$ cat src/rtl/serial_adder_ctrl.sv
// Bit-serial WIDTH-bit adder: one shared full_adder cell is stepped LSB first
// over WIDTH cycles, with a registered carry and a start/busy/done handshake.

module full_adder (
  input  logic a,
  input  logic b,
  input  logic cin,
  output logic sum,
  output logic cout
);
  assign sum  = a ^ b ^ cin;
  assign cout = (a & b) | (cin & (a ^ b));
endmodule

module serial_adder_ctrl #(
  parameter int WIDTH = 8
) (
  input  logic             clk,
  input  logic             rst_n,
  input  logic             start,
  input  logic [WIDTH-1:0] a,
  input  logic [WIDTH-1:0] b,
  input  logic             cin,
  output logic             busy,
  output logic             done,
  output logic [WIDTH-1:0] sum,
  output logic             cout
);
  localparam int CW = $clog2(WIDTH + 1);
  localparam logic [CW-1:0] LAST_BIT = CW'(WIDTH - 1);

  typedef enum logic [1:0] {S_IDLE, S_RUN, S_DONE} state_t;

  state_t           r_state;
  logic [WIDTH-1:0] r_a_sh;
  logic [WIDTH-1:0] r_b_sh;
  logic [WIDTH-1:0] r_res_sh;
  logic             r_carry;
  logic [CW-1:0]    r_cnt;

  logic             w_fa_sum;
  logic             w_fa_cout;
  logic [WIDTH-1:0] w_res_next;

  full_adder u_fa (
    .a    (r_a_sh[0]),
    .b    (r_b_sh[0]),
    .cin  (r_carry),
    .sum  (w_fa_sum),
    .cout (w_fa_cout)
  );

  // New bit enters at the MSB; after WIDTH shifts bit 0 of the result is at the LSB.
  assign w_res_next = WIDTH'({w_fa_sum, r_res_sh} >> 1);

  always_ff @(posedge clk) begin
    if (!rst_n) begin
      r_state  <= S_IDLE;
      r_a_sh   <= '0;
      r_b_sh   <= '0;
      r_res_sh <= '0;
      r_carry  <= 1'b0;
      r_cnt    <= '0;
      busy     <= 1'b0;
      done     <= 1'b0;
      sum      <= '0;
      cout     <= 1'b0;
    end else begin
      case (r_state)
        S_IDLE: begin
          if (start) begin
            r_a_sh  <= a;
            r_b_sh  <= b;
            r_carry <= cin;
            r_cnt   <= '0;
            busy    <= 1'b1;
            r_state <= S_RUN;
          end
        end
        S_RUN: begin
          r_a_sh   <= r_a_sh >> 1;
          r_b_sh   <= r_b_sh >> 1;
          r_res_sh <= w_res_next;
          r_carry  <= w_fa_cout;
          r_cnt    <= r_cnt + CW'(1);
          if (r_cnt == LAST_BIT) begin
            sum     <= w_res_next;
            cout    <= w_fa_cout;
            busy    <= 1'b0;
            done    <= 1'b1;
            r_state <= S_DONE;
          end
        end
        S_DONE: begin
          done <= 1'b0;
          if (start) begin
            r_a_sh  <= a;
            r_b_sh  <= b;
            r_carry <= cin;
            r_cnt   <= '0;
            busy    <= 1'b1;
            r_state <= S_RUN;
          end else begin
            r_state <= S_IDLE;
          end
        end
        default: begin
          busy    <= 1'b0;
          done    <= 1'b0;
          r_state <= S_IDLE;
        end
      endcase
    end
  end
endmodule

$ cat config.mk
export PLATFORM = sky130hd
export DESIGN_NAME = serial_adder_ctrl
export DESIGN_NICKNAME = d
export VERILOG_FILES = /design/src/rtl/serial_adder_ctrl.sv
export SDC_FILE = /design/constraint.sdc
export NUM_CORES = 1
export LEC_CHECK = 0
export ABC_CLOCK_PERIOD_IN_PS = 1300
export BUFFER_PORTS_ARGS = -buffer_cell sky130_fd_sc_hd__buf_2
export CAP_MARGIN = 40
export CORE_UTILIZATION = 50
export DETAILED_ROUTE_END_ITERATION = 8
export MAX_ROUTING_LAYER = met4
export PLACE_DENSITY_LB_ADDON = 0.12
export REMOVE_ABC_BUFFERS = 1
export SETUP_SLACK_MARGIN = 0.05
export SKIP_CTS_REPAIR_TIMING = 1
export SLEW_MARGIN = 20
export SYNTH_ARGS = -nofsm -noshare
export SYNTH_HDL_FRONTEND = slang
export SYNTH_SLANG_ARGS = --single-unit
$ cat constraint.sdc
create_clock -name clk -period 1.3 [get_ports clk]
set_clock_uncertainty 0.05 [all_clocks]
set_input_delay 0.13 -clock clk [delete_from_list [all_inputs] [get_ports clk]]
set_output_delay 0.13 -clock clk [all_outputs]
set_load 0.03 [all_outputs]
## Word-level counts from Yosys, hierarchy flattened

Cells that the tools add are included.

- Register bits after elaboration: 42
- Latch bits: 0
- Bits in writable memories: 0
- Bits in read-only memories: 0
- Input bits: 20
- Output and inout port bits: 11
- Logic and storage cells: 48
- Memories: 0

- Add/sub/neg operators: 1
- Multipliers: 0
- Divide/modulo/power cells: 0
- $lt $le $gt $ge: 0
- Equal/unequal tests: 6
- Shift operators: 0
- Muxes and demuxes: 17
- Bitwise gates (word level): 6
- Reduce and logical (&&, ||, !) cells: 8

Operators with widths:

| cell | number |
|---|---|
| $pmux W8 S2 | 2 |
| $mux W8 | 2 |
| $reduce_and A2 Y1 | 5 |
| $pmux W4 S2 | 1 |
| $pmux W1 S2 | 3 |
| $pmux W2 S3 | 1 |
| $mux W1 | 5 |
| $add A4 B1 Y4 const B | 1 |
| $eq A4 B3 Y1 const B | 1 |
| $mux W2 | 2 |
| $mux W4 | 1 |
| $ne A2 B2 Y1 const B | 2 |
| $and A1 B1 Y1 | 2 |
| $eq A2 B1 Y1 const B | 1 |
| $eq A2 B2 Y1 const B | 1 |
| $logic_not A2 Y1 | 1 |
| $ne A2 B1 Y1 const B | 1 |
| $reduce_bool A2 Y1 | 1 |
| $reduce_or A2 Y1 | 1 |
| $xor A1 B1 Y1 | 2 |
| $not A1 Y1 | 1 |
| $or A1 B1 Y1 | 1 |

## Logic depth before layout (Yosys ltp)

Gate-level depths: netlist of run 1.

- Depth in word-level cells: 4
- Depth in mapped cells: 5

## By module

A second synthesis of run 1 with hierarchy kept.

- Cell total of the unflattened synthesis: 189
- Area, all modules: 1916.8 µm²

By module, submodules not included:

| module | instances | cells an instance | area an instance (µm²) | seq. area each (µm²) |
|---|---|---|---|---|
| serial_adder_ctrl | 1 | 188 | 1896.8 | 820.8 |
| full_adder | 1 | 1 | 20.0 | 0.0 |

## Worst setup path before layout of run 1

OpenSTA, ideal clock, no wires.

- Path type: flip-flop to flip-flop
- Start: reg r_cnt[0]
- End: reg cout
- Setup time: 0.072 ns
- Arrival: 1.150 ns
- Required time: 1.178 ns
- Setup slack: 0.028 ns
- Stages on the path, launching flop included: 5
- Path buffers: 0
- Clock period less this slack: 1.272 ns
- Cells stage by stage: dfxtp_1 ha_1 nand3b_1 nor2_8 mux2i_1

- Word-level cells in the longest chain between the ends: 2

RTL lines:

| what | RTL line | RTL |
|---|---|---|
| start: declaration | 39 | `logic [CW-1:0] r_cnt;` |
| start signal: assignment | 85 | `r_cnt <= r_cnt + CW'(1);` |
| $eq A4 B3 Y1 | 86 | `if (r_cnt == LAST_BIT) begin` |
| $reduce_and A2 Y1 (no source line) | - |  |
| end signal: assignment | 88 | `cout <= w_fa_cout;` |
| end: declaration | 27 | `output logic cout` |

No other way between the ends.
A chain may end at the register's enable or synchronous reset.

## Final worst setup path of run 1

- Start: reg r_state[0]
- End: reg r_b_sh[5]

- Word-level cells in the longest chain between the ends: 4
- Elaborated cells on any way between the ends: 8
- Classes of those cells: eq/ne (3); mux (1); reduce/logical (4)

RTL lines:

| what | RTL line | RTL |
|---|---|---|
| start: declaration | 34 | `state_t r_state;` |
| start signal: assignment | 58 | `r_state <= S_IDLE;` |
| start signal: assignment | 77 | `r_state <= S_RUN;` |
| start signal: assignment | 91 | `r_state <= S_DONE;` |
| $eq A2 B2 Y1 / $logic_not A2 Y1 (equally long branches) | 69 | `case (r_state)` |
| $reduce_or A2 Y1 (no source line) | - |  |
| $ne A2 B1 Y1 (no source line) / $reduce_bool A2 Y1 (equally long branches) | - |  |
| $reduce_and A2 Y1 (no source line) | - |  |
| end signal: assignment | 82 | `r_b_sh <= r_b_sh >> 1;` |
| end: declaration | 36 | `logic [WIDTH-1:0] r_b_sh;` |

Several ways; a longest one is shown, not always the timed one.

==> results.yml, run 1 <==
floorplanning:
  ios: 31
  fp.coreArea_um2: 3661
  die_area_um2: 4065
  initial_core_util: 0.5208
  die_width_um: 63.76
  num_rows: 22
  die_y_um: 63.76
run:
  maxCapViolCount: 0
detailed_routing:
  drt-initial-drc-count: 132
  drcViolationCount: 0
  wl_mm: 4.140
  vias: 1507
  ant_nets: 0
  routedWlPerCell_um: 14.68
  firstDrtPassIters: 4
  vias_per_cell: 5.344
power:
  power_mw: 2.868
  p_sw_mw: 0.7727
  swShare: 0.2694
  power_frac_seq: 0.484
  internal_power_mw: 2.096
  p_leak_nw: 0.9844
  clkPwrFrac: 0.311
  combPwrFrac: 0.205
  vdd_ir_drop_max_mv: 0.8694
  power_density_nw_per_um2: 1131
critical_path:
  crit_end: "r_b_sh[5]"
  crit_family: "flip-flops"
  timing.rr.end: "r_b_sh[5]"
  arrival_ns: 1.44
  crit_chain: "buf_6 -> nor2b_4 -> clkbuf_16 -> nor3_2 -> a211oi_2"
  crit_type: "register to register"
  slowest_delay_ns: 0.37
  start_kind: "register"
  reg2reg_from: "r_state[0]"
  cp_max_fo: 8
  cp_slowest_cell: "dfxtp_4"
  worst-path-stages: 5
  r2r_setup_slack_ns: 0.02
  crit_required_ns: 1.46
  ff2ff_path_depth: 5
  crit_start: "r_state[0]"
  end_kind: "register"
  crit_buf_inv: 2
min_path:
  hp-class: "primary input to register"
  whs_path_depth: 3
synthesis:
  yosysTopAreaCell: "dfxtp_1"
  synthArstFlopShare: 0
  syn_area_um2: 1907
  ys_seq_area_frac: 0.4304
  yosys.cell_types.count: 33
  synthTopCellsByArea: "dfxtp_1 (43%), mux2i_1 (13%), a211oi_2 (7.2%), nand2_1 (6.9%), nor3_2 (5.8%)"
  yosys_most_used_dff: "dfxtp_1"
  synth_edf_count: 0
  synth_top_area_share: 0.4304
  synth_seq_cells: 41
  syn_avg_cell_area_um2: 10.20
  syn_inst: 187
  ys_warn_count: 0
cts:
  cts.clk_slew.worst_paths_ns: 0.07
  ctsLongestPathBuffers: 2
  cts.sinks: 41
  cts_buffers: 5
  clk_latency_ns: 0.29
  cts_tree: "built"
  cts-root-buf: "clkbuf_8"
  htree_num_levels: 2
layout:
  antenna_cells: 0
  fin_cells: 282
  synthToLayoutAreaGrowth_pct: 33.01
  n_fill_cell: 290
  regArea_um2: 834.6
  layout-drive-gt1-share: 0.4786
  fin_area_um2: 2536
  multi_input_area_um2: 1130
  finalNetCount: 255
grt:
  use_met3: 0.05893
  grt_start_max_net_pins: 30
  grt_pass1_vias: 1359
  grt_overflow_total: 0
  grt_pass1_wl_mm: 6.327
  use_met1: 0.2340
  grt_util_met2: 0.3604
  busiest_layer: "met2"
  grt_antenna_before_repair: 0
  grt_use_total: 0.2092
sta:
  hold_violations: 0
  period_share: 0.9868
  maxClockFrequency_ghz: 0.7795
  slew_violations: 0
  worst_slew_pin_slew_ns: 0.2922
  fin_crit_ns: 1.283
  grt_setup_unrepaired: "true"
  setup_viol: 0
  relSlewSlack: 0.8048
placed_design:
  post-place-cells: 263
  portBuffers: 30
  place_area_um2: 2125
  dp_hpwl_mm: 2.526
  gp_congestion: 0.8625
run_status:
  outcome: "finished, final reports clean"
-- metrics by stage --
| stage | worst slack, ns | setup TNS (ns) | hold slack [ns] | util |
|---|---|---|---|---|
| global route | -0.04564 | -0.4241 | 0.01409 | 0.6928 |
| finish | 0.01712 | 0 | 0.03003 | 0.6928 |
| global placement | -0.005651 | -0.01771 | 0.3264 | 0.5803 |
| floorplan | -0.8265 | -28.66 | 0.1975 | - |
| detailed placement | -0.08320 | -0.6552 | 0.3344 | 0.5803 |
| CTS | -0.1066 | -1.247 | 0.02226 | 0.6080 |
-- tightest hold or removal path: cells and delay by family --
| kind | cells | cell delay, ns |
|---|---|---|
| buffers and inverters | 1 | 0.10 |
| and+or+nand+nor | 1 | 0.05 |
| AOI/OAI and AO/OA | 1 | 0.04 |
-- how the worst min path moves through the flow --
| stage | startpoint | to | slack [ns] |
|---|---|---|---|
| after CTS | b[7] | r_b_sh[7] | 0.02 |
| after global placement | b[7] | r_b_sh[7] | 0.33 |
| after detailed placement | b[7] | r_b_sh[7] | 0.33 |
| after floorplan | rst_n | done | 0.20 |
| final | a[7] | r_a_sh[7] | 0.03 |
| after global routing | a[7] | r_a_sh[7] | 0.01 |
-- registers in the layout (all words and copies together) (netlist names) --
register  count
r_carry       1
done          1
r_res_sh      7
busy          1
r_state       2
cout          1
r_a_sh        8
r_cnt         4
r_b_sh        8
sum           8
-- power by group through the flow --
| stage | Sequential (mW) | Clock [mW] | Combinational, mW |
|---|---|---|---|
| floorplan | 1.41 | 0 | 0.262 |
| global placement | 1.40 | 0 | 0.422 |
| detailed placement | 1.40 | 0 | 0.437 |
| CTS | 1.37 | 0.919 | 0.439 |
| global route | 1.40 | 0.987 | 0.637 |
| finish | 1.39 | 0.891 | 0.589 |
-- Yosys cell counts, types with 2 or more instances --
| master | n |
|---|---|
| dfxtp_1 | 41 |
| nand2_1 | 35 |
| mux2i_1 | 24 |
| a21oi_1 | 14 |
| a211oi_2 | 11 |
| nor3_2 | 11 |
| nor3_1 | 5 |
| a211oi_1 | 4 |
| buf_4 | 4 |
| buf_6 | 4 |
| clkbuf_1 | 4 |
| nand2b_1 | 4 |
| nand3_1 | 4 |
| nor2b_1 | 2 |
| nor3b_1 | 2 |
-- metal layers --
metal	share of wire	wire (µm)	vias up
met3	0.028	115	5
met5	0	0	-
met2	0.53	2188	27
li1	-	-	753
met1	0.43	1796	722
met4	0.0097	40	0
-- cell usage in the layout, fill, tap and decap left out, drive strengths merged, types with 3 or more instances in the layout --
master / n
nand3: 4
clkbuf: 9
buf: 50
nor2: 3
nor3: 16
nand2: 37
dfxtp: 41
nand2b: 4
a211oi: 15
a21oi: 14
mux2i: 24
-- cells by family after synthesis --
logic type               after synthesis  share of synthesized area
adder cells (fa/ha/maj)                2                    0.01706
flip-flops                            41                     0.4304
multiplexers                          24                     0.1260
AO/OA/AOI/OAI                         33                     0.1404
buffers and inverters                 16                    0.07020
AND/OR/NAND/NOR                       71                     0.2159
-- area by class of cell --
cell class	count	area share
multi-input cells	132	0.4455
flip-flops and latches	41	0.3291
repair buffers	52	0.1603
clock buffers	7	0.03799
well taps	48	0.02368
clock inverters	1	0.001973
inverters	1	0.001480
Power figures use the tool's default switching activity.
==> run 2: changes to the inputs <==
--- a/config.mk
+++ b/config.mk
@@ -5,10 +5,12 @@
 export SDC_FILE = /design/constraint.sdc
 export NUM_CORES = 1
 export LEC_CHECK = 0
+export ABC_AREA = 1
 export ABC_CLOCK_PERIOD_IN_PS = 1300
 export BUFFER_PORTS_ARGS = -buffer_cell sky130_fd_sc_hd__buf_2
 export CAP_MARGIN = 40
-export CORE_UTILIZATION = 50
+export CORE_MARGIN = 3
+export CORE_UTILIZATION = 49
 export DETAILED_ROUTE_END_ITERATION = 8
 export MAX_ROUTING_LAYER = met4
 export PLACE_DENSITY_LB_ADDON = 0.12
==> run 2 against run 1 <==
Maximum frequency is 3.9% higher. Combinational power shrank 32%. Power shrank 7.9%. Final cell count increased by 15%. Die area rose by 6.1%. Global-route usage down 3.1 points. Synthesized cell count is 25% higher. Critical path depth is 2 higher. Register-to-register slack improved by 0.05 ns. Flip-flop and latch count stayed put.
==> results.yml, run 2 <==
run_status:
  outcome: "finished, final reports clean"
sta:
  relSlewSlack: 0.7342
  worst_slew_pin_slew_ns: 0.3987
  maxClockFrequency_ghz: 0.8097
  setup_viol: 0
  hold_violations: 0
  whs_ns: 0.03576
  period_share: 0.9500
  fin_crit_ns: 1.235
  fin_ws_ns: 0.06498
  slew_violations: 0
  finalSetupTns_ns: 0
  grt_setup_unrepaired: "true"
min_path:
  whs_endpoint: "r_b_sh[0]"
  min_from: "b[0]"
  whs_path_depth: 5
  hp-class: "primary input to register"
synthesis:
  synth_top_area_share: 0.4706
  yosys_most_used_dff: "dfxtp_1"
  yosysTopAreaCell: "dfxtp_1"
  ys_seq_area_frac: 0.4706
  synthTopCellsByArea: "dfxtp_1 (47%), nand2_1 (14%), nor2_1 (9.0%), o21ai_0 (8.3%), a21oi_1 (4.0%)"
  ys_warn_count: 0
  syn_area_um2: 1744
  synthArstFlopShare: 0
  synth_edf_count: 0
  yosys.cell_types.count: 22
  yosysMostFrequentCell: "nand2_1"
  synth_seq_cells: 41
  yosys-top-cells-count: "nand2_1 (64), nor2_1 (42), dfxtp_1 (41)"
  syn_avg_cell_area_um2: 7.454
  syn_inst: 234
layout:
  fin_cells: 325
  layout-drive-gt1-share: 0.2616
  largestRegisters: "r_a_sh (8), r_b_sh (8), sum (8)"
  antenna_cells: 0
  fin_util: 0.6438
  fin_area_um2: 2182
  final_common_cell: "nand2_1"
  layout_common_cells: "nand2_1 (59), nor2_1 (42), dfxtp_1 (37)"
  synthToLayoutAreaGrowth_pct: 25.11
  finalNetCount: 300
floorplanning:
  ios: 31
  initial_core_util: 0.5146
  die_area_um2: 4311
  die_width_um: 65.66
  num_rows: 21
  fp.coreArea_um2: 3390
  die_y_um: 65.66
cts:
  ctsLongestPathBuffers: 2
  cts.sinks: 41
  clk_latency_ns: 0.36
  cts.clk_slew.worst_paths_ns: 0.14
  cts_buffers: 5
  htree_num_levels: 2
  cts-root-buf: "clkbuf_4"
  cts_tree: "built"
critical_path:
  crit_required_ns: 1.52
  r2r_setup_slack_ns: 0.06
  crit_chain: "ha_4 -> nand2_4 -> nor2_4 -> buf_6 -> nand3b_1 -> nand2_1 -> nor2_1"
  timing.rr.end: "sum[0]"
  end_kind: "register"
  crit_type: "register to register"
  ff2ff_path_depth: 7
  cp_slowest_cell: "dfxtp_2"
  arrival_ns: 1.45
  crit_family: "simple AND/OR/NAND/NOR gates"
  cp_max_fo: 4
  crit_buf_inv: 1
  slowest_delay_ns: 0.39
  reg2reg_from: "r_cnt[1]"
  start_kind: "register"
placed_design:
  dp_hpwl_mm: 2.336
  post-place-cells: 312
  portBuffers: 30
  place_ws_ns: 0.01954
  gp_congestion: 0.8143
  place_area_um2: 1971
detailed_routing:
  ant_nets: 0
  vias_per_cell: 4.698
  drcViolationCount: 0
  firstDrtPassIters: 4
  routedWlPerCell_um: 10.56
  wl_mm: 3.433
  vias: 1527
  drt-initial-drc-count: 70
grt:
  use_met1: 0.2380
  grt_util_met2: 0.2528
  grt_pass1_wl_mm: 5.761
  grt_pass1_vias: 1279
  grt_start_max_net_pins: 21
  use_met3: 0.05128
  grt_use_total: 0.1782
  busiest_layer: "met2"
  grt_overflow_total: 0
  grt_antenna_before_repair: 0
power:
  vdd_ir_drop_max_mv: 0.6061
  p_leak_nw: 1.032
  power_mw: 2.641
  power_density_nw_per_um2: 1210
run:
  maxCapViolCount: 0
run 2: cells by family (layout without fill, tap and decap cells):
kind of cell	after synthesis	after routing	share of synthesized area
AOI/OAI and AO/OA	43	43	0.1234
buffers and inverters	21	66	0.07102
and+or+nand+nor	127	127	0.3164
DFF	41	41	0.4706
adders and majority gates	2	2	0.01865
run 2: how the worst max path moves through the flow:
stage / from / to / depth (start not counted)
4_1_cts: r_cnt[1] / sum[2] / 6
3_3_place_gp: r_cnt[1] / sum[3] / 6
2_1_floorplan: r_state[0] / sum[2] / 5
6_report: r_cnt[1] / sum[0] / 7
3_5_place_dp: r_state[0] / sum[2] / 5
5_1_grt: r_cnt[1] / cout / 7
run 2: power breakdown:
| group | internal [mW] | switching (mW) | total [mW] | leakage, nW |
|---|---|---|---|---|
| clock network | 0.407 | 0.442 | 0.850 | 0.0414 |
| logic | 0.171 | 0.232 | 0.402 | 0.652 |
| registers | 1.34 | 0.0480 | 1.39 | 0.338 |
run 2: routing by layer:
layer,up-vias,part of all wire
met4,0,0.016
met1,648,0.51
li1,843,-
met3,7,0.044
met2,29,0.43
met5,-,0
run 2: worst register-to-register path: stages (launching register included):
cell	delay, ns
dfxtp_2	0.39
ha_4	0.15
nand2_4	0.06
nor2_4	0.20
buf_6	0.13
nand3b_1	0.07
nand2_1	0.06
nor2_1	0.04
run 2: cell type report:
class | instances | area (µm²)
Clock inverter | 3 | 46.29
Sequential cell | 41 | 828.3
Fill cell | 292 | 1207
Inverter | 10 | 50.05
Multi-Input combinational cell | 172 | 852.1
Tap cell | 46 | 57.56
Clock buffer | 5 | 37.54
Timing Repair Buffer | 48 | 310.3
